**src/rtl/turn_scheduler_if.sv**
```systemverilog
// Signal bundle between the Connect-4 turn scheduler and its neighbours
// (debouncer, random move generator, board writer, win checker).
// Handshakes: place_req rises with place_col/place_player valid and holds all three
// stable until the single-cycle place_done pulse; rmg_enable is a one-cycle request
// answered by rmg_valid/rmg_col within RMG_WAIT cycles; start/human_valid are pulses.
interface turn_scheduler_if;
  logic       start;
  logic       human_valid;
  logic [2:0] human_col;
  logic [6:0] col_full;
  logic       rmg_enable;
  logic       rmg_valid;
  logic [2:0] rmg_col;
  logic       place_req;
  logic [2:0] place_col;
  logic [1:0] place_player;
  logic       place_done;
  logic       win;
  logic       draw;
  logic [1:0] cur_player;
  logic [3:0] secs_left;
  logic       game_over;
  logic [1:0] winner;

  modport master (
    input  start, human_valid, human_col, col_full, rmg_valid, rmg_col,
           place_done, win, draw,
    output rmg_enable, place_req, place_col, place_player, cur_player,
           secs_left, game_over, winner
  );

  modport slave (
    output start, human_valid, human_col, col_full, rmg_valid, rmg_col,
           place_done, win, draw,
    input  rmg_enable, place_req, place_col, place_player, cur_player,
           secs_left, game_over, winner
  );
endinterface

```
**src/rtl/turn_scheduler.sv**
```systemverilog
// Connect-4 turn FSM: alternates P1 (human) and P2 (generator), serialises moves to the board.
// Optional human turn timeout selected by defining TURN_TIMEOUT_EN.
module turn_scheduler #(
    parameter int CLK_HZ       = 50_000_000,
    parameter int TURN_SECONDS = 10,
    parameter int RMG_WAIT     = 8
) (
    input  logic                   clk,
    input  logic                   rst,
    turn_scheduler_if.master       bus,
    output logic [2:0]             state_dbg
);

    typedef enum logic [2:0] {
        IDLE     = 3'd0,
        P1_WAIT  = 3'd1,
        CPU_REQ  = 3'd2,
        CPU_WAIT = 3'd3,
        PLACE    = 3'd4,
        CHECK    = 3'd5,
        DONE     = 3'd6
    } state_t;

    localparam int WAIT_W = (RMG_WAIT > 1) ? $clog2(RMG_WAIT) : 1;
    localparam logic [1:0] P1 = 2'b01;
    localparam logic [1:0] P2 = 2'b10;
    localparam logic [1:0] TIE = 2'b11;

    state_t            state_q, state_d;
    logic [2:0]        place_col_q, place_col_d;
    logic [1:0]        place_player_q, place_player_d;
    logic [1:0]        cur_player_q, cur_player_d;
    logic [1:0]        winner_q, winner_d;
    logic [WAIT_W-1:0] wait_q, wait_d;
    logic [7:0]        full8;
    logic              human_ok;
    logic              rmg_ok;
    logic              p1_auto;

    // Column 7 is folded in as permanently full so one lookup rejects it.
    assign full8    = {1'b1, bus.col_full};
    assign human_ok = bus.human_valid && !full8[bus.human_col];
    assign rmg_ok   = bus.rmg_valid && !full8[bus.rmg_col];

`ifdef TURN_TIMEOUT_EN
    localparam int TICK_W = (CLK_HZ > 1) ? $clog2(CLK_HZ) : 1;

    logic [TICK_W-1:0] tick_q, tick_d;
    logic [3:0]        secs_q, secs_d;
    logic              timeout_q, timeout_d;

    assign p1_auto = timeout_q;
`else
    logic unused_cfg;

    assign unused_cfg = (CLK_HZ == TURN_SECONDS);
    assign p1_auto    = 1'b0;
`endif

    always_ff @(posedge clk or negedge rst) begin
        if (!rst) begin
            state_q        <= IDLE;
            place_col_q    <= 3'd0;
            place_player_q <= 2'd0;
            cur_player_q   <= 2'd0;
            winner_q       <= 2'd0;
            wait_q         <= '0;
`ifdef TURN_TIMEOUT_EN
            tick_q         <= '0;
            secs_q         <= 4'd0;
            timeout_q      <= 1'b0;
`endif
        end else begin
            state_q        <= state_d;
            place_col_q    <= place_col_d;
            place_player_q <= place_player_d;
            cur_player_q   <= cur_player_d;
            winner_q       <= winner_d;
            wait_q         <= wait_d;
`ifdef TURN_TIMEOUT_EN
            tick_q         <= tick_d;
            secs_q         <= secs_d;
            timeout_q      <= timeout_d;
`endif
        end
    end

    always_comb begin
        state_d        = state_q;
        place_col_d    = place_col_q;
        place_player_d = place_player_q;
        cur_player_d   = cur_player_q;
        winner_d       = winner_q;
        wait_d         = wait_q;
`ifdef TURN_TIMEOUT_EN
        tick_d         = tick_q;
        secs_d         = secs_q;
        timeout_d      = timeout_q;
`endif
        case (state_q)
            IDLE, DONE: begin
                if (bus.start) begin
                    state_d      = P1_WAIT;
                    cur_player_d = P1;
                    winner_d     = 2'b00;
`ifdef TURN_TIMEOUT_EN
                    tick_d       = '0;
                    secs_d       = 4'(TURN_SECONDS);
                    timeout_d    = 1'b0;
`endif
                end
            end
            P1_WAIT: begin
                if (human_ok) begin
                    state_d        = PLACE;
                    place_col_d    = bus.human_col;
                    place_player_d = P1;
`ifdef TURN_TIMEOUT_EN
                    secs_d         = 4'd0;
                end else if (secs_q == 4'd0) begin
                    // Expired turn: the generator picks the column on P1's behalf.
                    state_d   = CPU_REQ;
                    timeout_d = 1'b1;
                end else if (tick_q == TICK_W'(CLK_HZ - 1)) begin
                    tick_d = '0;
                    secs_d = secs_q - 4'd1;
                end else begin
                    tick_d = tick_q + 1'b1;
`endif
                end
            end
            CPU_REQ: begin
                state_d = CPU_WAIT;
                wait_d  = '0;
            end
            CPU_WAIT: begin
                if (rmg_ok) begin
                    state_d        = PLACE;
                    place_col_d    = bus.rmg_col;
                    place_player_d = p1_auto ? P1 : P2;
                end else if (wait_q == WAIT_W'(RMG_WAIT - 1)) begin
                    // Generator found no free column: the board is effectively drawn.
                    state_d      = DONE;
                    winner_d     = TIE;
                    cur_player_d = 2'b00;
                end else begin
                    wait_d = wait_q + 1'b1;
                end
            end
            PLACE: begin
                if (bus.place_done) state_d = CHECK;
            end
            CHECK: begin
                if (bus.win) begin
                    state_d      = DONE;
                    winner_d     = place_player_q;
                    cur_player_d = 2'b00;
                end else if (bus.draw) begin
                    state_d      = DONE;
                    winner_d     = TIE;
                    cur_player_d = 2'b00;
                end else if (place_player_q == P1) begin
                    state_d      = CPU_REQ;
                    cur_player_d = P2;
`ifdef TURN_TIMEOUT_EN
                    timeout_d    = 1'b0;
`endif
                end else begin
                    state_d      = P1_WAIT;
                    cur_player_d = P1;
`ifdef TURN_TIMEOUT_EN
                    tick_d       = '0;
                    secs_d       = 4'(TURN_SECONDS);
`endif
                end
            end
            default: state_d = IDLE;
        endcase
    end

    assign bus.rmg_enable   = (state_q == CPU_REQ);
    assign bus.place_req    = (state_q == PLACE);
    assign bus.place_col    = place_col_q;
    assign bus.place_player = place_player_q;
    assign bus.cur_player   = cur_player_q;
    assign bus.game_over    = (state_q == DONE);
    assign bus.winner       = winner_q;
`ifdef TURN_TIMEOUT_EN
    assign bus.secs_left    = secs_q;
`else
    assign bus.secs_left    = 4'd0;
`endif
    assign state_dbg        = state_q;

endmodule

```
**src/flat_wrapper.sv**
```systemverilog
// flat-port wrapper written by rule: the top's interface ports become plain ports
module turn_scheduler_flat 
#(
    parameter int CLK_HZ       = 50_000_000,
    parameter int TURN_SECONDS = 10,
    parameter int RMG_WAIT     = 8
)
  (clk, rst, state_dbg, bus_start, bus_human_valid, bus_human_col, bus_col_full, bus_rmg_valid, bus_rmg_col, bus_place_done, bus_win, bus_draw, bus_rmg_enable, bus_place_req, bus_place_col, bus_place_player, bus_cur_player, bus_secs_left, bus_game_over, bus_winner);
  turn_scheduler_if bus_i ();
  input  logic clk;
  input  logic rst;
  output logic [2:0] state_dbg;
  input wire logic [$bits(bus_i.start)-1:0] bus_start;
  input wire logic [$bits(bus_i.human_valid)-1:0] bus_human_valid;
  input wire logic [$bits(bus_i.human_col)-1:0] bus_human_col;
  input wire logic [$bits(bus_i.col_full)-1:0] bus_col_full;
  input wire logic [$bits(bus_i.rmg_valid)-1:0] bus_rmg_valid;
  input wire logic [$bits(bus_i.rmg_col)-1:0] bus_rmg_col;
  input wire logic [$bits(bus_i.place_done)-1:0] bus_place_done;
  input wire logic [$bits(bus_i.win)-1:0] bus_win;
  input wire logic [$bits(bus_i.draw)-1:0] bus_draw;
  output wire logic [$bits(bus_i.rmg_enable)-1:0] bus_rmg_enable;
  output wire logic [$bits(bus_i.place_req)-1:0] bus_place_req;
  output wire logic [$bits(bus_i.place_col)-1:0] bus_place_col;
  output wire logic [$bits(bus_i.place_player)-1:0] bus_place_player;
  output wire logic [$bits(bus_i.cur_player)-1:0] bus_cur_player;
  output wire logic [$bits(bus_i.secs_left)-1:0] bus_secs_left;
  output wire logic [$bits(bus_i.game_over)-1:0] bus_game_over;
  output wire logic [$bits(bus_i.winner)-1:0] bus_winner;
  assign bus_i.start = bus_start;
  assign bus_i.human_valid = bus_human_valid;
  assign bus_i.human_col = bus_human_col;
  assign bus_i.col_full = bus_col_full;
  assign bus_i.rmg_valid = bus_rmg_valid;
  assign bus_i.rmg_col = bus_rmg_col;
  assign bus_i.place_done = bus_place_done;
  assign bus_i.win = bus_win;
  assign bus_i.draw = bus_draw;
  assign bus_rmg_enable = bus_i.rmg_enable;
  assign bus_place_req = bus_i.place_req;
  assign bus_place_col = bus_i.place_col;
  assign bus_place_player = bus_i.place_player;
  assign bus_cur_player = bus_i.cur_player;
  assign bus_secs_left = bus_i.secs_left;
  assign bus_game_over = bus_i.game_over;
  assign bus_winner = bus_i.winner;
  turn_scheduler #(.CLK_HZ(CLK_HZ), .TURN_SECONDS(TURN_SECONDS), .RMG_WAIT(RMG_WAIT)) u_core (.clk(clk), .rst(rst), .bus(bus_i), .state_dbg(state_dbg));
endmodule
```
**config.mk**
```make
export PLATFORM = sky130hd
export DESIGN_NAME = turn_scheduler_flat
export DESIGN_NICKNAME = d
export VERILOG_FILES = /design/src/rtl/turn_scheduler_if.sv /design/src/rtl/turn_scheduler.sv /design/src/flat_wrapper.sv
export SDC_FILE = /design/constraint.sdc
export NUM_CORES = 1
export LEC_CHECK = 0
export ABC_CLOCK_PERIOD_IN_PS = 2400
export CAP_MARGIN = 25
export CORE_MARGIN = 2
export CORE_UTILIZATION = 44
export DETAILED_ROUTE_END_ITERATION = 6
export PLACE_DENSITY = 0.8
export SLEW_MARGIN = 5
export SYNTH_ARGS = -nofsm -noshare
export SYNTH_HDL_FRONTEND = slang
export SYNTH_SLANG_ARGS = --single-unit
```
**constraint.sdc**
```tcl
create_clock -name clk -period 2.4 [get_ports clk]
set_clock_uncertainty 0.05 [all_clocks]
set_input_delay 0.72 -clock clk [delete_from_list [all_inputs] [get_ports clk]]
set_output_delay 0.72 -clock clk [all_outputs]
set_load 0.01 [all_outputs]
```
**Word-level counts from Yosys, hierarchy flattened**

Index checks and enable logic that the tools add are counted.

- Flip-flop bits (word level): 15
- Input port bits: 21
- Logic and storage cells: 75

- Add/sub/neg operators: 1
- Order comparisons: 2
- Equal/unequal tests: 17
- Muxes and demuxes: 35
- Reductions and logical operators: 14

Operator list:

| operator | count |
|---|---|
| 2-to-1 mux 3 bit | 11 |
| 2-to-1 mux 2 bit | 14 |
| one-hot mux 3 bit (6 select lines) | 1 |
| equality test 3 bit (second input constant) | 4 |
| one-hot mux 2 bit (3 select lines) | 2 |
| one-hot mux 3 bit (2 select lines) | 2 |
| less-than comparator 3 x 4 -> 1 bit (second input constant) | 2 |
| != test 2 bit (second input constant) | 4 |
| AND reduction 4 bit | 2 |
| binary-select mux 1 bit (select 3 bit) | 2 |
| equality test 3 x 2 -> 1 bit (second input constant) | 2 |
| != test 2 x 1 -> 1 bit (second input constant) | 3 |
| AND reduction 3 bit | 2 |
| AND reduction 5 bit | 1 |
| one-hot mux 2 bit (2 select lines) | 1 |
| nonzero test 2 bit | 2 |
| adder 3 x 1 -> 3 bit (second input constant) | 1 |
| equality test 3 x 1 -> 1 bit (second input constant) | 1 |
| logical NOT 3 bit | 1 |
| != test 3 x 1 -> 1 bit (second input constant) | 1 |
| != test 3 bit (second input constant) | 1 |
| nonzero test 3 bit | 1 |
| equality test 2 x 1 -> 1 bit (second input constant) | 1 |
| logical AND 1 bit | 2 |
| other kinds (3) | 5 |

**Logic depth before layout (Yosys ltp)**

Gate-level depths: netlist (run 1).

- Depth in word-level cells: 6
- Mapped depth: 7

**Worst setup path after synthesis (run 1)**

OpenSTA, ideal clock, no wires.

- Path kind: in2reg
- Start: in bus_rmg_col[0]
- End: reg u_core.cur_player_q[0] (netlist: u_core.bus.cur_player[0])
- Setup time: 0.127 ns
- Arrival: 1.818 ns
- Required time: 2.223 ns
- Path slack: 0.405 ns
- Stages: 5
- Buffers on the path: 0
- Cell sequence: mux2_4 > o221ai_4 > nand3_2 > nand2_1 > mux2_1

- Word-level cells in the longest chain between the ends: 6

RTL lines:

| what | line | text |
|---|---|---|
| from (decl) | flat_wrapper.sv:18 | `input wire logic [$bits(bus_i.rmg_col)-1:0] bus_rmg_col;` |
| binary-select mux 1 bit (select 3 bit) | turn_scheduler.sv:43 | `assign rmg_ok = bus.rmg_valid && !full8[bus.rmg_col];` |
| 2-to-1 mux 1 bit (not written as such) | turn_scheduler.sv:43 |  |
| logical NOT 1 bit | turn_scheduler.sv:43 |  |
| logical AND 1 bit | turn_scheduler.sv:43 |  |
| != test 2 bit (no source line) | n/a |  |
| AND reduction 4 bit (no source line) | n/a |  |
| to (signal assigned) | turn_scheduler.sv:77 | `cur_player_q <= cur_player_d;` |
| to (decl) | turn_scheduler.sv:32 | `logic [1:0] cur_player_q, cur_player_d;` |

No other way between the ends. The select of a mux whose other input is x is not followed.
A chain may end at the register's enable or synchronous reset.

**Worst setup path in the final report (run 1)**

- Start: in bus_rmg_col[0]
- End: reg u_core.place_col_q[1] (netlist: u_core.bus.place_col[1])

- Word-level cells in the longest chain between the ends: 6

RTL lines:

| what | line | text |
|---|---|---|
| binary-select mux 1 bit (select 3 bit) | turn_scheduler.sv:43 |  |
| 2-to-1 mux 1 bit (not written as such) | turn_scheduler.sv:43 |  |
| logical NOT 1 bit | turn_scheduler.sv:43 |  |
| logical AND 1 bit | turn_scheduler.sv:43 |  |
| != test 2 x 1 -> 1 bit (no source line) | n/a |  |
| AND reduction 3 bit (no source line) | n/a |  |
| to (signal assigned) | turn_scheduler.sv:75 | `place_col_q <= place_col_d;` |
| to (decl) | turn_scheduler.sv:30 | `logic [2:0] place_col_q, place_col_d;` |

No other way between the ends. The select of a mux whose other input is x is not followed.

==> impl_metrics.tcl, run 1 <==
set metrics [dict create \
    status "completed" \
    p_per_area_nw_per_um2 1020 \
    place_congestion 0.843 \
    area.sequential_sq_um 378 \
    cts_root_buf "clkbuf_4" \
    crit_path_top_delay_cell "clkdlybuf4s50_1" \
    grt_pass1_wl_microns 4870 \
    finalSetupViolations 0 \
    grt_usage 0.224 \
    grt_overflow 0 \
    grt_max_degree 16 \
    nets 194 \
    worstPathCellList "clkdlybuf4s50_1, buf_4, mux2i_1, o221a_2, nand3_2, buf_4, o22ai_1, a2bb2oi_1" \
    fillCellCount 217 \
    slew_violations 0 \
    yosysMostFrequentCell "dfrtp_1" \
    yosysSeqAreaShare 0.337 \
    worstMarginPinSlew_ns 0.682 \
    drc_errors 0 \
    hp-class "register to register" \
    ys_types 41 \
    max_freq_mhz 433 \
    final_cell_area_sq_um 1630 \
    hpwl_microns 2240 \
    fp.coreArea_sq_um 2430 \
    p_leak_nw 0.722 \
    synth-edff-count 0 \
    multi_input_area_sq_um 684 \
    vias 1081 \
    initial_utilization 0.457 \
    h-tree-depth 1 \
    dieArea_sq_um 2950 \
    synthesis.instances 120 \
    antenna_found_initial 0 \
    final_layout_size_suffix_gt1_frac 0.241 \
    drv_cap 0 \
    hold_buffers 0 \
    hold_ws_ns 0.457 \
    clock_sinks 15 \
    min_period_ns 2.31 \
    finalCritPeriodShare 0.963 \
    cp-end-kind "register" \
    fp-row-count 18 \
    wirelength_microns 2800 \
    synth_area_leaders "dfrtp_1 (34%), mux2i_1 (6.3%), o21ai_0 (4.0%)" \
    ant_nets 0 \
    yosys.area.top_type_share 0.337 \
    yosys.area.top_type "dfrtp_1" \
    place_area_sq_um 1570 \
    slowest_delay_ns 0.51 \
    die_y_microns 54.3 \
    critPathBufInv 3 \
    cp_max_fo 4 \
    final.setup.tns_ns 0 \
    grt_pass1_vias 1065 \
    portBuffers 35 \
    critical_path_required_ns 2.52 \
    first_pass_iters 5 \
    area_delta_synth_final_pct 46.7 \
    via_per_inst 5.41 \
    syn_avg_cell_area_sq_um 9.27 \
    crit_arrival_ns 2.43 \
    netlist_top_cells_count "dfrtp_1 (15), nand2_1 (10), o21ai_0 (9)" \
    ys_ff_latch 15 \
    worstSetupPathType "input port to register" \
    clk_pin_slew_ns 0.09 \
    synth_area_sq_um 1110 \
    antenna_cells 0 \
    cp-start-kind "input port" \
    slew_headroom 0.544 \
    critPathTopFamily "buffers and inverters" \
    max-vdd-ir-drop_mv 0.674 \
    synthArstFlopShare 1.00 \
    critPathMostFrequentCell "buf_4" \
    finalHoldViolCount 0 \
    synth-main-ff-cell "dfrtp_1" \
    cts_tree "done" \
    io_pins 40 \
    routedWlPerCell_microns 14.0 \
    cts_buffers 3 \
    die_x_microns 54.3 \
    cts_buffer_depth 2 \
    clk_latency_ns 0.28 \
    yosys_warnings 0 \
    dr.first_iter.drc_count 25 \
]
==> cell usage in the layout, fill, tap and decap left out, types with 2 or more instances in the layout <==
cell type,n
a21oi_1,5
a2bb2oi_1,3
a31o_2,2
buf_4,17
clkbuf_4,3
clkdlybuf4s50_1,33
conb_1,4
dfrtp_1,13
dfrtp_2,2
dlymetal6s2s_1,2
ha_1,2
inv_1,6
mux2_2,2
mux2i_1,7
nand2_1,9
nand2b_1,6
nand3_1,3
nor2_1,8
nor2b_1,3
o21ai_0,9
o221a_2,2
o22ai_1,3
o2bb2ai_1,2
==> metrics by stage <==
stage	power (mW)	cells	utilization	worst slack, ns
finish	1.66	200	0.671	0.0899
detailed placement	1.48	194	0.646	-0.188
floorplan	1.06	123	-	0.405
CTS	1.66	200	0.664	0.0433
global placement	1.45	194	0.646	-0.124
global route	1.82	200	0.671	-0.0541
==> routing by layer <==
layer | up-vias | track usage | share of wire
met1 | 513 | 0.308 | 0.46
met4 | 0 | 0.0583 | 0.0068
li1 | 535 | - | -
met3 | 2 | 0.0273 | 0.045
met5 | - | 0 | 0
met2 | 31 | 0.373 | 0.49
==> layout make-up <==
type,count,share of cell area
inverters,6,0.0138
well taps,30,0.0230
multi-input cells,93,0.419
flip-flops and latches,15,0.232
clock buffers,4,0.0161
repair buffers,52,0.296
==> path summary, 6_finish.rpt <==
kind | start | end | slack, ns | depth (start not counted)
max reg2reg | u_core.wait_q[0] | u_core.bus.cur_player[0] | 0.70 | 6
min | u_core.bus.cur_player[1] | u_core.bus.cur_player[1] | 0.46 | 1
max in group asynchronous | rst | u_core.state_dbg[2] | 1.03 | 1
min reg2reg | u_core.bus.cur_player[1] | u_core.bus.cur_player[1] | 0.46 | 1
max | bus_rmg_col[0] | u_core.bus.place_col[1] | 0.09 | 8
min in group asynchronous | rst | u_core.wait_q[0] | 0.79 | 1
==> timing repair <==
item                       4_1_cts  5_1_grt
pin swaps                        0        1
buffers inserted                 2        0
resized for setup                1        6
setup endpoints to repair        1        4
cloned                           0        0
==> state kept, by name (all words and copies together), names as in the netlist <==
signal and flops:
u_core.bus.cur_player 2, u_core.bus.place_col 3, u_core.bus.place_player 2, u_core.bus.winner 2, u_core.state_dbg 3, u_core.wait_q 3
==> report_power, final <==
part | internal [mW] | total, mW | switching (mW)
Sequential | 0.373 | 0.480 | 0.107
Clock | 0.0645 | 0.145 | 0.0809
Combinational | 0.564 | 1.03 | 0.470
Total | 1.00 | 1.66 | 0.658
==> kinds of logic after synthesis <==
family / Yosys count / share of synthesized area
adder cells (fa/ha/maj): 2 / 0.0225
AND/OR/NAND/NOR: 39 / 0.186
AO/OA/AOI/OAI: 37 / 0.277
buffers and inverters: 15 / 0.0675
flip-flops: 15 / 0.337
multiplexers: 11 / 0.107
other: 1 / 0.00337
No activity file was read; power rests on OpenSTA's default activity.
==> run 2: changes to the inputs <==
--- a/config.mk
+++ b/config.mk
@@ -5,12 +5,15 @@
 export SDC_FILE = /design/constraint.sdc
 export NUM_CORES = 1
 export LEC_CHECK = 0
+export ABC_AREA = 1
 export ABC_CLOCK_PERIOD_IN_PS = 2400
 export CAP_MARGIN = 25
+export CELL_PAD_IN_SITES_DETAIL_PLACEMENT = 0
+export CELL_PAD_IN_SITES_GLOBAL_PLACEMENT = 2
 export CORE_MARGIN = 2
-export CORE_UTILIZATION = 44
+export CORE_UTILIZATION = 23
 export DETAILED_ROUTE_END_ITERATION = 6
-export PLACE_DENSITY = 0.8
+export PLACE_DENSITY = 0.89
 export SLEW_MARGIN = 5
 export SYNTH_ARGS = -nofsm -noshare
 export SYNTH_HDL_FRONTEND = slang
==> impl_metrics.tcl, run 2 <==
set metrics [dict create \
    status "completed" \
    syn_avg_cell_area_sq_um 6.83 \
    min_period_ns 2.25 \
    synth_area_leaders "dfrtp_1 (34%), nand2_1 (18%), inv_1 (7.1%)" \
    finish.utilization 0.336 \
    yosysMostFrequentCell "nand2_1" \
    max_freq_mhz 444 \
    cp-start-kind "register" \
    finalHoldViolCount 0 \
    yosysSeqAreaShare 0.337 \
    setup_ws_ns 0.148 \
    antenna_cells 0 \
    slowest_delay_ns 0.56 \
    critPathTopFamily "buffers and inverters" \
    synth-main-ff-cell "dfrtp_1" \
    grt_pass1_wl_microns 4930 \
    clk_pin_slew_ns 0.06 \
    die_y_microns 73.6 \
    io_pins 40 \
    cp_max_fo 7 \
    vias 1103 \
    h-tree-depth 1 \
    post-place-ws_ns 0.0860 \
    dieArea_sq_um 5410 \
    p_sw_frac 0.421 \
    p_per_area_nw_per_um2 982 \
    ant_nets 0 \
    nets 227 \
    r2r_start "u_core.state_dbg[1]" \
    fp.coreArea_sq_um 4690 \
    synth_area_sq_um 1110 \
    p_comb_frac 0.584 \
    synthArstFlopShare 1.00 \
    p_switching_mw 0.651 \
    final.setup.tns_ns 0 \
    routedWlPerCell_microns 10.8 \
    crit_cells 2 \
    cts_root_buf "clkbuf_8" \
    ys_ff_latch 15 \
    clk_latency_ns 0.24 \
    clock_sinks 15 \
    critical_path.endpoint "bus_game_over" \
    dr.first_iter.drc_count 84 \
    synthesis.instances 163 \
    critPathBufInv 1 \
    grt_pass1_vias 1081 \
    crit_path_top_delay_cell "clkdlybuf4s50_1" \
    final_cell_mix "nand2_1 (54), clkdlybuf4s50_1 (33), inv_1 (21)" \
    hold_ws_ns 0.426 \
    slew_violations 0 \
    finalSetupViolations 0 \
    drc_errors 0 \
    intPower_mw 0.896 \
    cts_buffer_depth 2 \
    final_cells 257 \
    yosys_warnings 0 \
    r2r_cells 10 \
    antenna_found_initial 0 \
    cts_tree "done" \
    fillCellCount 537 \
    synth-edff-count 0 \
    seq_power_share 0.284 \
    grt_overflow 0 \
    hpwl_microns 2280 \
    power.share.clock 0.132 \
    reg2reg_setup_slack_ns 0.83 \
    drv_cap 0 \
    crit_arrival_ns 1.48 \
    yosys.area.top_type "dfrtp_1" \
    final_layout_size_suffix_gt1_frac 0.138 \
    first_pass_iters 4 \
    wirelength_microns 2770 \
    die_x_microns 73.6 \
    max-vdd-ir-drop_mv 0.312 \
    p_leak_nw 0.846 \
    r2r_end "u_core.bus.winner[0]" \
    ys_types 25 \
    finalCritPeriodShare 0.938 \
    grt_max_degree 16 \
    yosys.area.top_type_share 0.337 \
    rsz0062_at_grt "false" \
    layout_commonest_cell "nand2_1" \
    crit_start "u_core.state_dbg[0]" \
    via_per_inst 4.29 \
    cp-end-kind "primary output" \
    critical_path_required_ns 1.63 \
    grt_usage 0.115 \
    fp-row-count 25 \
    portBuffers 35 \
    hp-class "register to register" \
    initial_utilization 0.237 \
    area_delta_synth_final_pct 41.5 \
    worstSetupPathType "register to primary output" \
    place_congestion 0.757 \
    dp.cells 251 \
    cts_buffers 3 \
    worstPathCellList "nor3_1, clkdlybuf4s50_1" \
    netlist_top_cells_count "nand2_1 (54), inv_1 (21), dfrtp_1 (15), nor2_1 (15), nand3_1 (9)" \
]
## run 2: worst reg2reg max path, delay by kind of cell, from the launching register on
| family | cells | cell delay (ns) |
|---|---|---|
| and+or+nand+nor | 6 | 0.63 |
| AOI/OAI and AO/OA | 2 | 0.23 |
| buffers and inverters | 2 | 0.19 |
| DFF | 1 | 0.39 |
## run 2: area by class of cell
| cell class | instances | area (sq um) | area share |
|---|---|---|---|
| timing repair buffer | 39 | 385 | 0.245 |
| tap | 54 | 67.6 | 0.0429 |
| inverter | 24 | 90.1 | 0.0572 |
| sequential | 15 | 377 | 0.239 |
| clock buffer | 4 | 45.0 | 0.0286 |
| multi-input combinational | 121 | 611 | 0.388 |
## run 2: power groups by stage
| stage | registers (mW) | logic [mW] | clock network [mW] |
|---|---|---|---|
| CTS | 0.441 | 0.918 | 0.213 |
| global route | 0.457 | 1.01 | 0.226 |
| detailed placement | 0.448 | 0.893 | 0 |
| global placement | 0.447 | 0.890 | 0 |
| floorplan | 0.462 | 0.537 | 0 |
| finish | 0.440 | 0.903 | 0.204 |
## run 2: metal layers
layer / track usage / vias up / share of wire
li1: - / 577 / -
met1: 0.167 / 491 / 0.51
met2: 0.181 / 33 / 0.44
met3: 0.0137 / 2 / 0.040
met4: 0.0303 / 0 / 0.0050
met5: 0 / - / 0
## run 2: worst min-delay path by stage
| stage | depth (start not counted) | to | start | slack [ns] |
|---|---|---|---|---|
| floorplan | 0 | u_core.bus.cur_player[0] | rst | 0.37 |
| global placement | 2 | u_core.wait_q[1] | u_core.wait_q[1] | 0.41 |
| detailed placement | 2 | u_core.bus.cur_player[0] | u_core.bus.cur_player[0] | 0.42 |
| CTS | 2 | u_core.bus.cur_player[0] | u_core.bus.cur_player[0] | 0.44 |
| global route | 2 | u_core.wait_q[1] | u_core.wait_q[1] | 0.45 |
| finish | 2 | u_core.bus.cur_player[0] | u_core.bus.cur_player[0] | 0.43 |
## run 2: stage by stage
step,cell area [sq um],power (mW)
floorplan,1120,1.00
global placement,1510,1.34
detailed placement,1510,1.34
CTS,1570,1.57
global route,1580,1.69
finish,1580,1.55
## run 2: logic make-up after synthesis
| family | Yosys count | synth area share |
|---|---|---|
| simple gates | 97 | 0.417 |
| buf+inv | 30 | 0.125 |
| compound gates | 18 | 0.0955 |
| flops | 15 | 0.337 |
| fa+ha+maj | 2 | 0.0225 |
| other cells | 1 | 0.00337 |
## run 2: repair_timing
action	4_1_cts	5_1_grt
hold buffers	0	0
setup buffers	2	0
setup endpoints to repair	1	2
gates resized for setup	0	3
